==> config.mk <==
export PLATFORM = sky130hd
export DESIGN_NAME = sort_deserializer
export DESIGN_NICKNAME = d
export VERILOG_FILES = /design/src/rtl/sort_deserializer.sv
export SDC_FILE = /design/constraint.sdc
export NUM_CORES = 1
export LEC_CHECK = 0
export BUFFER_PORTS_ARGS = -buffer_cell sky130_fd_sc_hd__buf_2
export CORE_MARGIN = 1.5
export CORE_UTILIZATION = 49
export DETAILED_ROUTE_END_ITERATION = 6
export PLACE_DENSITY = 0.78
export SETUP_SLACK_MARGIN = 0.3
export SLEW_MARGIN = 5
export SYNTH_ARGS = -nofsm -noshare
export SYNTH_HDL_FRONTEND = slang
export SYNTH_SLANG_ARGS = --single-unit
==> constraint.sdc <==
create_clock -name clk -period 1.65 [get_ports clk]
set_input_delay 0.165 -clock clk [delete_from_list [all_inputs] [get_ports clk]]
set_output_delay 0.165 -clock clk [all_outputs]
set_load 0.02 [all_outputs]
==> src/rtl/sort_deserializer.sv <==
// sort_deserializer: collects p_nwords scalar words from a val/rdy stream and
// presents them as one parallel bundle to the sort pipeline. A new bundle's
// first word can be captured on the same edge the previous bundle leaves, so
// the input never stalls while the sorter keeps up.

// One storage slot of the bundle: a plain enabled word register.
module sort_deserializer_slot #(
  parameter int p_nbits = 8
) (
  input  logic               clk,
  input  logic               reset_n,
  input  logic               i_we,
  input  logic [p_nbits-1:0] i_d,
  output logic [p_nbits-1:0] o_q
);

  logic [p_nbits-1:0] r_q;

  // Slot register: cleared by reset, loaded when this slot is addressed.
  always_ff @(posedge clk) begin
    if (!reset_n)  r_q <= '0;
    else if (i_we) r_q <= i_d;
  end

  assign o_q = r_q;

endmodule

module sort_deserializer #(
  parameter int p_nbits  = 8,
  parameter int p_nwords = 4
) (
  input  logic                        clk,
  input  logic                        reset_n,
  input  logic                        in_val,
  output logic                        in_rdy,
  input  logic [p_nbits-1:0]          in_msg,
  output logic                        out_val,
  input  logic                        out_rdy,
  output logic [p_nwords*p_nbits-1:0] out_msg
);

  // A single-word bundle makes no sense for a pairwise sorter.
  if (p_nwords < 2) begin : g_param_chk
    $error("sort_deserializer: p_nwords must be >= 2");
  end

  // Guard keeps the counter at least one bit wide even for the bad case above.
  localparam int CNT_W = (p_nwords < 2) ? 1 : $clog2(p_nwords);
  localparam logic [CNT_W-1:0] LAST = CNT_W'(p_nwords - 1);

  typedef enum logic {FILL = 1'b0, FULL = 1'b1} state_t;

  state_t                            r_state, w_state_nxt;
  logic [CNT_W-1:0]                  r_cnt, w_cnt_nxt;
  logic [CNT_W-1:0]                  w_wr_idx;
  logic                              w_in_fire, w_out_fire;
  logic [p_nwords-1:0][p_nbits-1:0]  w_word;

  // State and fill counter.
  always_ff @(posedge clk) begin
    if (!reset_n) begin
      r_state <= FILL;
      r_cnt   <= '0;
    end else begin
      r_state <= w_state_nxt;
      r_cnt   <= w_cnt_nxt;
    end
  end

  // Handshake outputs and next-state. Both handshakes are forced low while
  // reset is asserted so nothing fires during the reset cycle.
  always_comb begin
    w_state_nxt = r_state;
    w_cnt_nxt   = r_cnt;
    in_rdy      = 1'b0;
    out_val     = 1'b0;
    w_wr_idx    = r_cnt;
    w_in_fire   = 1'b0;
    w_out_fire  = 1'b0;
    if (reset_n) begin
      case (r_state)
        FILL: begin
          in_rdy    = 1'b1;
          w_in_fire = in_val;
          if (w_in_fire) begin
            if (r_cnt == LAST) begin
              w_cnt_nxt   = '0;
              w_state_nxt = FULL;
            end else begin
              w_cnt_nxt = r_cnt + CNT_W'(1);
            end
          end
        end
        FULL: begin
          // Input is only taken when the bundle leaves on the same edge;
          // that word starts the next bundle in slot 0.
          out_val    = 1'b1;
          in_rdy     = out_rdy;
          w_out_fire = out_rdy;
          w_in_fire  = in_val & out_rdy;
          w_wr_idx   = '0;
          if (w_out_fire) begin
            w_state_nxt = FILL;
            w_cnt_nxt   = w_in_fire ? CNT_W'(1) : '0;
          end
        end
        default: begin
          w_state_nxt = FILL;
          w_cnt_nxt   = '0;
        end
      endcase
    end
  end

  // Word slots: slot k is written when an accepted word is addressed to it.
  for (genvar k = 0; k < p_nwords; k++) begin : g_slot
    sort_deserializer_slot #(.p_nbits(p_nbits)) u_slot (
      .clk     (clk),
      .reset_n (reset_n),
      .i_we    (w_in_fire && (w_wr_idx == CNT_W'(k))),
      .i_d     (in_msg),
      .o_q     (w_word[k])
    );
  end

  // Packed array order puts slot 0 in the LSBs of the bundle.
  assign out_msg = w_word;

endmodule

## Yosys cells after proc, flatten, opt, wreduce, memory -nomap -nowiden

Cells that the tools add are included.

| word-level totals | value |
|---|---|
| bits in latches | 0 |
| word-level logic and storage cells | 38 |
| memory bits (read-only) | 0 |
| RAM bits | 0 |
| input bits | 12 |
| register bits | 35 |
| memories kept | 0 |

| cells by class | value |
|---|---|
| multipliers | 0 |
| reductions and logical operators | 6 |
| order comparisons | 0 |
| equal/unequal tests | 6 |
| shift-type cells | 0 |
| div/mod/pow operators | 0 |
| muxes and demuxes | 17 |
| bitwise logic cells | 2 |
| add/subtract/negate cells | 1 |

Operators with widths:

| cell | number |
|---|---|
| $mux W2 | 5 |
| $mux W1 | 8 |
| $eq A2 B2 Y1 const B | 3 |
| $pmux W1 S2 | 3 |
| $logic_and A1 B1 Y1 | 4 |
| $ne A2 B2 Y1 const B | 2 |
| $pmux W2 S2 | 1 |
| $add A2 B1 Y2 const B | 1 |
| $eq A2 B1 Y1 const B | 1 |
| $logic_not A2 Y1 | 1 |
| $reduce_and A2 Y1 | 1 |
| $and A1 B1 Y1 | 1 |
| $not A1 Y1 | 1 |

## Depth between registers and ports, before layout

Gate-level depths: netlist of run 1.

| logic depth | value |
|---|---|
| depth in word-level cells | 4 |
| mapped depth | 5 |
| gate-level depth less buffers | 4 |

## Modules after synthesis

From an unflattened synthesis of run 1, not the netlist that was laid out.

| second synthesis, totals | value |
|---|---|
| cell total of the unflattened synthesis | 128 |
| area, all modules | 1427.6 um2 |

Modules (own cells, without submodules):

| module | area each (um2) | times used | cells an instance | seq. area each (um2) |
|---|---|---|---|---|
| sort_deserializer_slot | 301.5 | 4 | 25 | 160.2 |
| sort_deserializer | 221.5 | 1 | 28 | 60.1 |

## Least setup slack after synthesis of run 1

Ideal clock, no wire load.

| timing | value |
|---|---|
| kind | flip-flop to flip-flop |
| start | reg r_state |
| end | reg g_slot[2].u_slot.r_q[1] |
| path slack | 0.422 ns |
| stages on the path, launching flop included | 5 |
| period minus slack after synthesis | 1.228 ns |
| path buffers | 1 |
| data arrival time | 1.108 ns |
| setup time | 0.120 ns |
| cell sequence | dfxtp_1 > and2b_2 > and4b_2 > buf_6 > mux2i_1 |

| between the ends | value |
|---|---|
| cells in the longest elaborated chain, start to end | 4 |
| elaborated cells on any way between the ends | 7 |

Ends and longest elaborated chain:

| element | RTL line | text |
|---|---|---|
| start: declaration | 54 | `state_t r_state, w_state_nxt;` |
| start signal: assignment | 66 | `r_state <= w_state_nxt;` |
| $mux W2 / $not A1 Y1 (equally long branches) | - |  |
| $mux W2 / $pmux W1 S2 (equally long branches) | 81, 82 |  |
| $eq A2 B2 Y1 / $mux W1 (equally long branches) | 121, 81 |  |
| $logic_and A1 B1 Y1 (*) | 121 | `.i_we (w_in_fire && (w_wr_idx == CNT_W'(k))),` |
| end signal: assignment | 22 | `else if (i_we) r_q <= i_d;` |
| end: declaration | 17 | `logic [p_nbits-1:0] r_q;` |

Every way passes the cells marked *; elsewhere a longest branch is shown, timed or not.
A chain may end at the register's enable or synchronous reset.

## Final worst setup path of run 1

| timing | value |
|---|---|
| start | reg r_state |
| end | out in_rdy |

| between the ends | value |
|---|---|
| cells in the longest elaborated chain, start to end | 3 |

Ends and longest elaborated chain:

| element | RTL line | text |
|---|---|---|
| $not A1 Y1 | - |  |
| $pmux W1 S2 (*) | 82 | `case (r_state)` |
| $mux W1 (*) | 81 | `if (reset_n) begin` |
| end: declaration | 36 | `output logic in_rdy,` |

Marks and branches as above.

==> impl_metrics.ini, run 1 <==
[status]
status = completed

[finish]
post-route-util_pct = 64.21
area_growth_syn_to_layout_pct = 25.83
final_area_sq_um = 1755
fin_nets = 212
num-fill-cells = 241
antennaDiodeCount = 0
drive_above_1_share_pct = 36.50
stdcell_count = 231

[critical_path]
critPathSlowestCell = dfxtp_4
crit_required_ps = 1480
crit_family = simple AND/OR/NAND/NOR gates
cp-end-kind = output port
timing.rr.end = g_slot[1].u_slot.o_q[7]
regToRegSetupSlack_ps = 340
crit_buf_inv = 1
setup.worst_path.start_class = register
critPathMaxStageDelay_ps = 380
timing.rr.start = r_state
crit_type = reg2out
crit_arrival_ps = 1240
reg2reg_depth = 4
cp_cell_sequence = or2b_1 -> and2_4 -> buf_6
cp_max_fo = 7

[yosys]
yosys_warnings = 0
synth_fp_nets = 159
syn_area_sq_um = 1395
synth_cell_type_count = 23
avgSynthCellArea_sq_um = 9.555
ys_ff_latch = 35
ys_seq_area_share_pct = 50.22
synthCells = 146

[die]
initial_core_util_pct = 51.03
dieArea_sq_um = 3176
fp.dieW_microns = 56.36
io_pins = 46
rows = 19
die_height_microns = 56.36
core-area_sq_um = 2734

[placed_design]
dp_slack_ps = 282.4
place_area_sq_um = 1634
place.gp.congestion = 0.7696
io_buffers = 45
placed_cells = 217
hpwl_microns = 2326

[hold_path]
hold_depth = 3
hold_path.class = in2reg
min_from = in_msg[2]
worst_hold_path.endpoint = g_slot[3].u_slot.o_q[2]

[route]
antenna_left = 0
drc = 0
routed_wl_microns = 3179
wl_per_cell_microns = 13.76
vias = 1209
via_per_inst = 5.234
drt_iter0_drc = 33
first_pass_iters = 4

[cts]
htree_levels = 2
cts_hold_buf = 0
cts_tree = yes
cts_sinks = 35
insertion_delay_ps = 340
cts_max_path_buffers = 2
cts.clk_slew.worst_paths_ps = 90
root_buffer = clkbuf_4
cts_buffers = 5

[grt]
grtUsageTotal_pct = 20.13
grt_max_degree = 26
antenna_found_initial = 0
grt_pass1_wl_microns = 4850
grt.overflow.total = 0
grt_pass1_vias = 1082

[timing]
timing.final.ws_setup_ps = 241.0
rsz0062_at_grt = true
slew_violations = 0
timing.slew.headroom_pct = 75.58
fin_setup_tns_ps = 0
setup_viol = 0
hold_slack_ps = 69.26
finalHoldViolCount = 0
fmax_ghz = 0.7097
clock_skew_ps = 10.48
timing.final.crit_share_pct = 85.40
fin_crit_ps = 1409
tightest_slew_ps = 363.6

[pwr]
p_per_area_nw_per_um2 = 864.3
max-vdd-ir-drop_mv = 0.7336
power.total_mw = 1.517
cellLeakagePower_nw = 0.8210

[job]
max-cap-violations = 0
==> how the worst max path moves through the flow <==
stage | from | endpoint | cells past startpoint
after global placement | r_state | g_slot[2].u_slot.o_q[7] | 3
after global routing | r_state | in_rdy | 3
after detailed placement | r_state | g_slot[1].u_slot.o_q[4] | 3
after CTS | r_state | in_rdy | 3
final | r_state | in_rdy | 3
after floorplan | r_state | g_slot[2].u_slot.o_q[1] | 4
==> cells in the mapped netlist, drive strengths merged <==
cell | count | area (sq um)
and2b | 1 | 8.760
nor3 | 2 | 10.01
dfxtp | 35 | 700.7
clkbuf | 4 | 15.01
buf | 6 | 47.54
and4b | 2 | 21.27
nor2b | 2 | 20.02
ha | 1 | 12.51
mux2i | 25 | 250.2
and2 | 4 | 27.52
a22oi | 1 | 7.510
o21ai | 10 | 53.80
a21boi | 2 | 15.01
nand2 | 42 | 157.7
or2b | 1 | 7.510
nand3 | 8 | 40.04
==> state kept, by name, indices dropped and copies added, names as in the netlist <==
register	flops
r_state	1
r_cnt	2
g_slot.u_slot.o_q	32
==> per-layer routing <==
layer / up-vias / wire (microns) / track usage [%]
met2: 42 / 1573 / 34.12
met5: - / 0 / 0
met1: 569 / 1377 / 23.84
met3: 8 / 166 / 4.378
met4: 0 / 61 / 10.20
li1: 590 / - / -
==> tightest hold or removal path, delay by kind of cell <==
family                 cells  cell delay [ps]
AND/OR/NAND/NOR            1               50
AO/OA/AOI/OAI              1               70
buffers and inverters      1               90
==> report_power, final <==
part	switching, mW	internal (mW)	leakage, nW
Combinational	0.118	0.0794	0.501
Sequential	0.0169	0.871	0.285
Clock	0.274	0.158	0.0347
==> cell usage in the layout (no fill, tap or decap), drive strengths merged <==
| cell type | n |
|---|---|
| or2b | 1 |
| dfxtp | 35 |
| a21boi | 2 |
| clkbuf | 5 |
| buf | 56 |
| nor2b | 2 |
| mux2i | 25 |
| o21ai | 10 |
| clkinv | 3 |
| nand3 | 8 |
| and4b | 2 |
| nand2 | 42 |
| and2b | 1 |
| nor3 | 2 |
| and2 | 4 |
| ha | 1 |
| a22oi | 1 |
==> cell type report <==
cell class | instances | area, sq um | share of cell area, %
repair buffers | 56 | 314.1 | 17.89
multi-input cells | 101 | 644.4 | 36.71
flip-flops and latches | 35 | 705.7 | 40.20
well taps | 31 | 38.79 | 2.210
clock inverters | 3 | 15.01 | 0.8553
clock buffers | 5 | 37.54 | 2.138
==> logic make-up (layout without fill, tap and decap cells) <==
logic type	Yosys count	count (layout)	synth area share, %
buffers and inverters	10	64	4.484
multiplexers	25	25	17.94
AND/OR/NAND/NOR	62	62	20.99
adder cells (fa/ha/maj)	1	1	0.8967
AO/OA/AOI/OAI	13	13	5.471
flip-flops	35	35	50.22
==> repair_timing <==
item / CTS / global route
setup buffers: 1 / 5
gates resized for setup: 4 / 4
endpoints found under the setup margin: 5 / 25
No activity file was read; power rests on OpenSTA's default activity.
==> run 2: changes to the inputs <==
--- a/config.mk
+++ b/config.mk
@@ -7,9 +7,9 @@
 export LEC_CHECK = 0
 export BUFFER_PORTS_ARGS = -buffer_cell sky130_fd_sc_hd__buf_2
 export CORE_MARGIN = 1.5
-export CORE_UTILIZATION = 49
+export CORE_UTILIZATION = 44
 export DETAILED_ROUTE_END_ITERATION = 6
-export PLACE_DENSITY = 0.78
+export PLACE_DENSITY = 0.74
 export SETUP_SLACK_MARGIN = 0.3
 export SLEW_MARGIN = 5
 export SYNTH_ARGS = -nofsm -noshare
==> constraint.sdc (replaced) <==
create_clock -name clk -period 1.2 [get_ports clk]
set_input_delay 0.12 -clock clk [delete_from_list [all_inputs] [get_ports clk]]
set_output_delay 0.12 -clock clk [all_outputs]
set_load 0.02 [all_outputs]
==> impl_metrics.ini, run 2 (synthesis results as in run 1) <==
[cts]
insertion_delay_ps = 350
cts_buffers = 5
cts.clk_slew.worst_paths_ps = 110
cts_tree = yes
cts_sinks = 35
cts_max_path_buffers = 2
htree_levels = 2
root_buffer = clkbuf_4

[hold_path]
hold_path.class = in2reg
min_from = in_msg[7]

[route]
drt_iter0_drc = 49
vias = 1308
wl_per_cell_microns = 15.39
drc = 0
first_pass_iters = 4
antenna_left = 0
via_per_inst = 5.050
routed_wl_microns = 3986

[finish]
area_growth_syn_to_layout_pct = 64.13
final_common_cell = nand2_1
fin_nets = 227
final_area_sq_um = 2290
num-fill-cells = 191
final_cell_mix = nand2_1 (41), buf_6 (40), dfxtp_2 (33), mux2i_1 (24), buf_4 (17)
antennaDiodeCount = 0
post-route-util_pct = 75.62
drive_above_1_share_pct = 63.26
largest_register_ffs = 32

[timing]
finalHoldViolCount = 0
timing.final.ws_setup_ps = -188.2
hold_slack_ps = 28.72
timing.slew.headroom_pct = 80.55
tightest_slew_ps = 291.7
fin_setup_tns_ps = -4245
slew_violations = 0
fmax_ghz = 0.7204
fin_crit_ps = 1388
timing.final.crit_share_pct = 115.7
clock_skew_ps = 9.603
rsz0062_at_grt = true
setup_viol = 35

[grt]
use_met3_pct = 5.022
grt_pass1_wl_microns = 5830
grt_pass1_vias = 1279
grt.overflow.total = 0
grtUsageTotal_pct = 22.11
grtUsageMet1_pct = 26.64
grt_max_degree = 32
use_met2_pct = 37.52
antenna_found_initial = 0
busiest_layer = met2

[pwr]
p_per_area_nw_per_um2 = 1061
power_frac_comb_pct = 15.5
pwr-share-seq_pct = 50.8
cellLeakagePower_nw = 0.9706
switching_share_pct = 26.04
clkPwrFrac_pct = 33.7
internal-power_mw = 1.796
netSwitchingPower_uw = 632.5
max-vdd-ir-drop_mv = 0.6157

[job]
max-cap-violations = 0

[critical_path]
cp_cell_sequence = or2b_1 -> and2_4 -> buf_6
cp-startpoint = r_state
timing.rr.start = r_state
crit_buf_inv = 1
crit_family = simple AND/OR/NAND/NOR gates
critPathMaxStageDelay_ps = 380
cp-end-kind = output port
critPathSlowestCell = dfxtp_4
crit_required_ps = 1080
crit_arrival_ps = 1270
setup.worst_path.start_class = register
cp_max_fo = 2
crit_type = reg2out

[die]
initial_core_util_pct = 46.07
core-area_sq_um = 3028
io_pins = 46
die_height_microns = 59.31
rows = 20
fp.dieW_microns = 59.31
dieArea_sq_um = 3518

[status]
violations = negative setup slack
status = finished with violations

[placed_design]
place.gp.congestion = 0.7710
io_buffers = 45
hpwl_microns = 2349
place_area_sq_um = 1704
-- run 2: cell count changes in the layout (fill, tap and decap cells not counted), sizes merged --
cell,change
buf,+15
clkbuf,+2
clkinv,-2
-- run 2: final cells by class --
cell class	count	area, sq um	area share (%)
clock inverter	1	5.005	0.2186
timing repair buffer	71	693.2	30.27
tap	44	55.05	2.404
multi-input combinational	101	710.7	31.04
clock buffer	7	76.32	3.333
sequential	35	749.5	32.73
-- run 2: repair_timing --
item,4_1_cts,5_1_grt
buffers inserted,10,8
gates resized for setup,126,2
hold buffers,0,0
setup endpoints to repair,69,69
pin swaps,17,1
cloned,0,0
-- run 2: power by group through the flow --
stage / clock network [mW] / registers [mW] / logic [mW]
final: 0.820 / 1.23 / 0.376
after detailed placement: 0 / 1.25 / 0.271
after global routing: 0.863 / 1.24 / 0.398
after global placement: 0 / 1.24 / 0.265
after CTS: 0.817 / 1.23 / 0.349
after floorplan: 0 / 1.29 / 0.130
-- run 2: worst paths after layout --
path | end | slack [ps] | cells past startpoint
hold / removal | g_slot[3].u_slot.o_q[7] | 30 | 3
setup / recovery | in_rdy | -190 | 3
setup reg to reg | g_slot[1].u_slot.o_q[0] | -170 | 5
hold reg to reg | g_slot[3].u_slot.o_q[6] | 460 | 2
-- run 2: stage by stage --
stage	power [mW]	setup slack [ps]	cells
floorplan	1.417	2.837	146
global placement	1.510	-13.14	233
detailed placement	1.519	-75.97	233
CTS	2.399	-162.8	251
global route	2.498	-229.1	259
finish	2.429	-188.2	259
-- run 2: tightest hold or removal path: cells and delay by family --
family	cells	cell delay (ps)
compound gates	1	40
buf+inv	1	120
simple gates	1	70
-- run 2: layer usage --
metal	vias up	wire [microns]
met5	-	0
li1	624	-
met1	627	1642
met4	0	89
met2	50	2054
met3	7	199
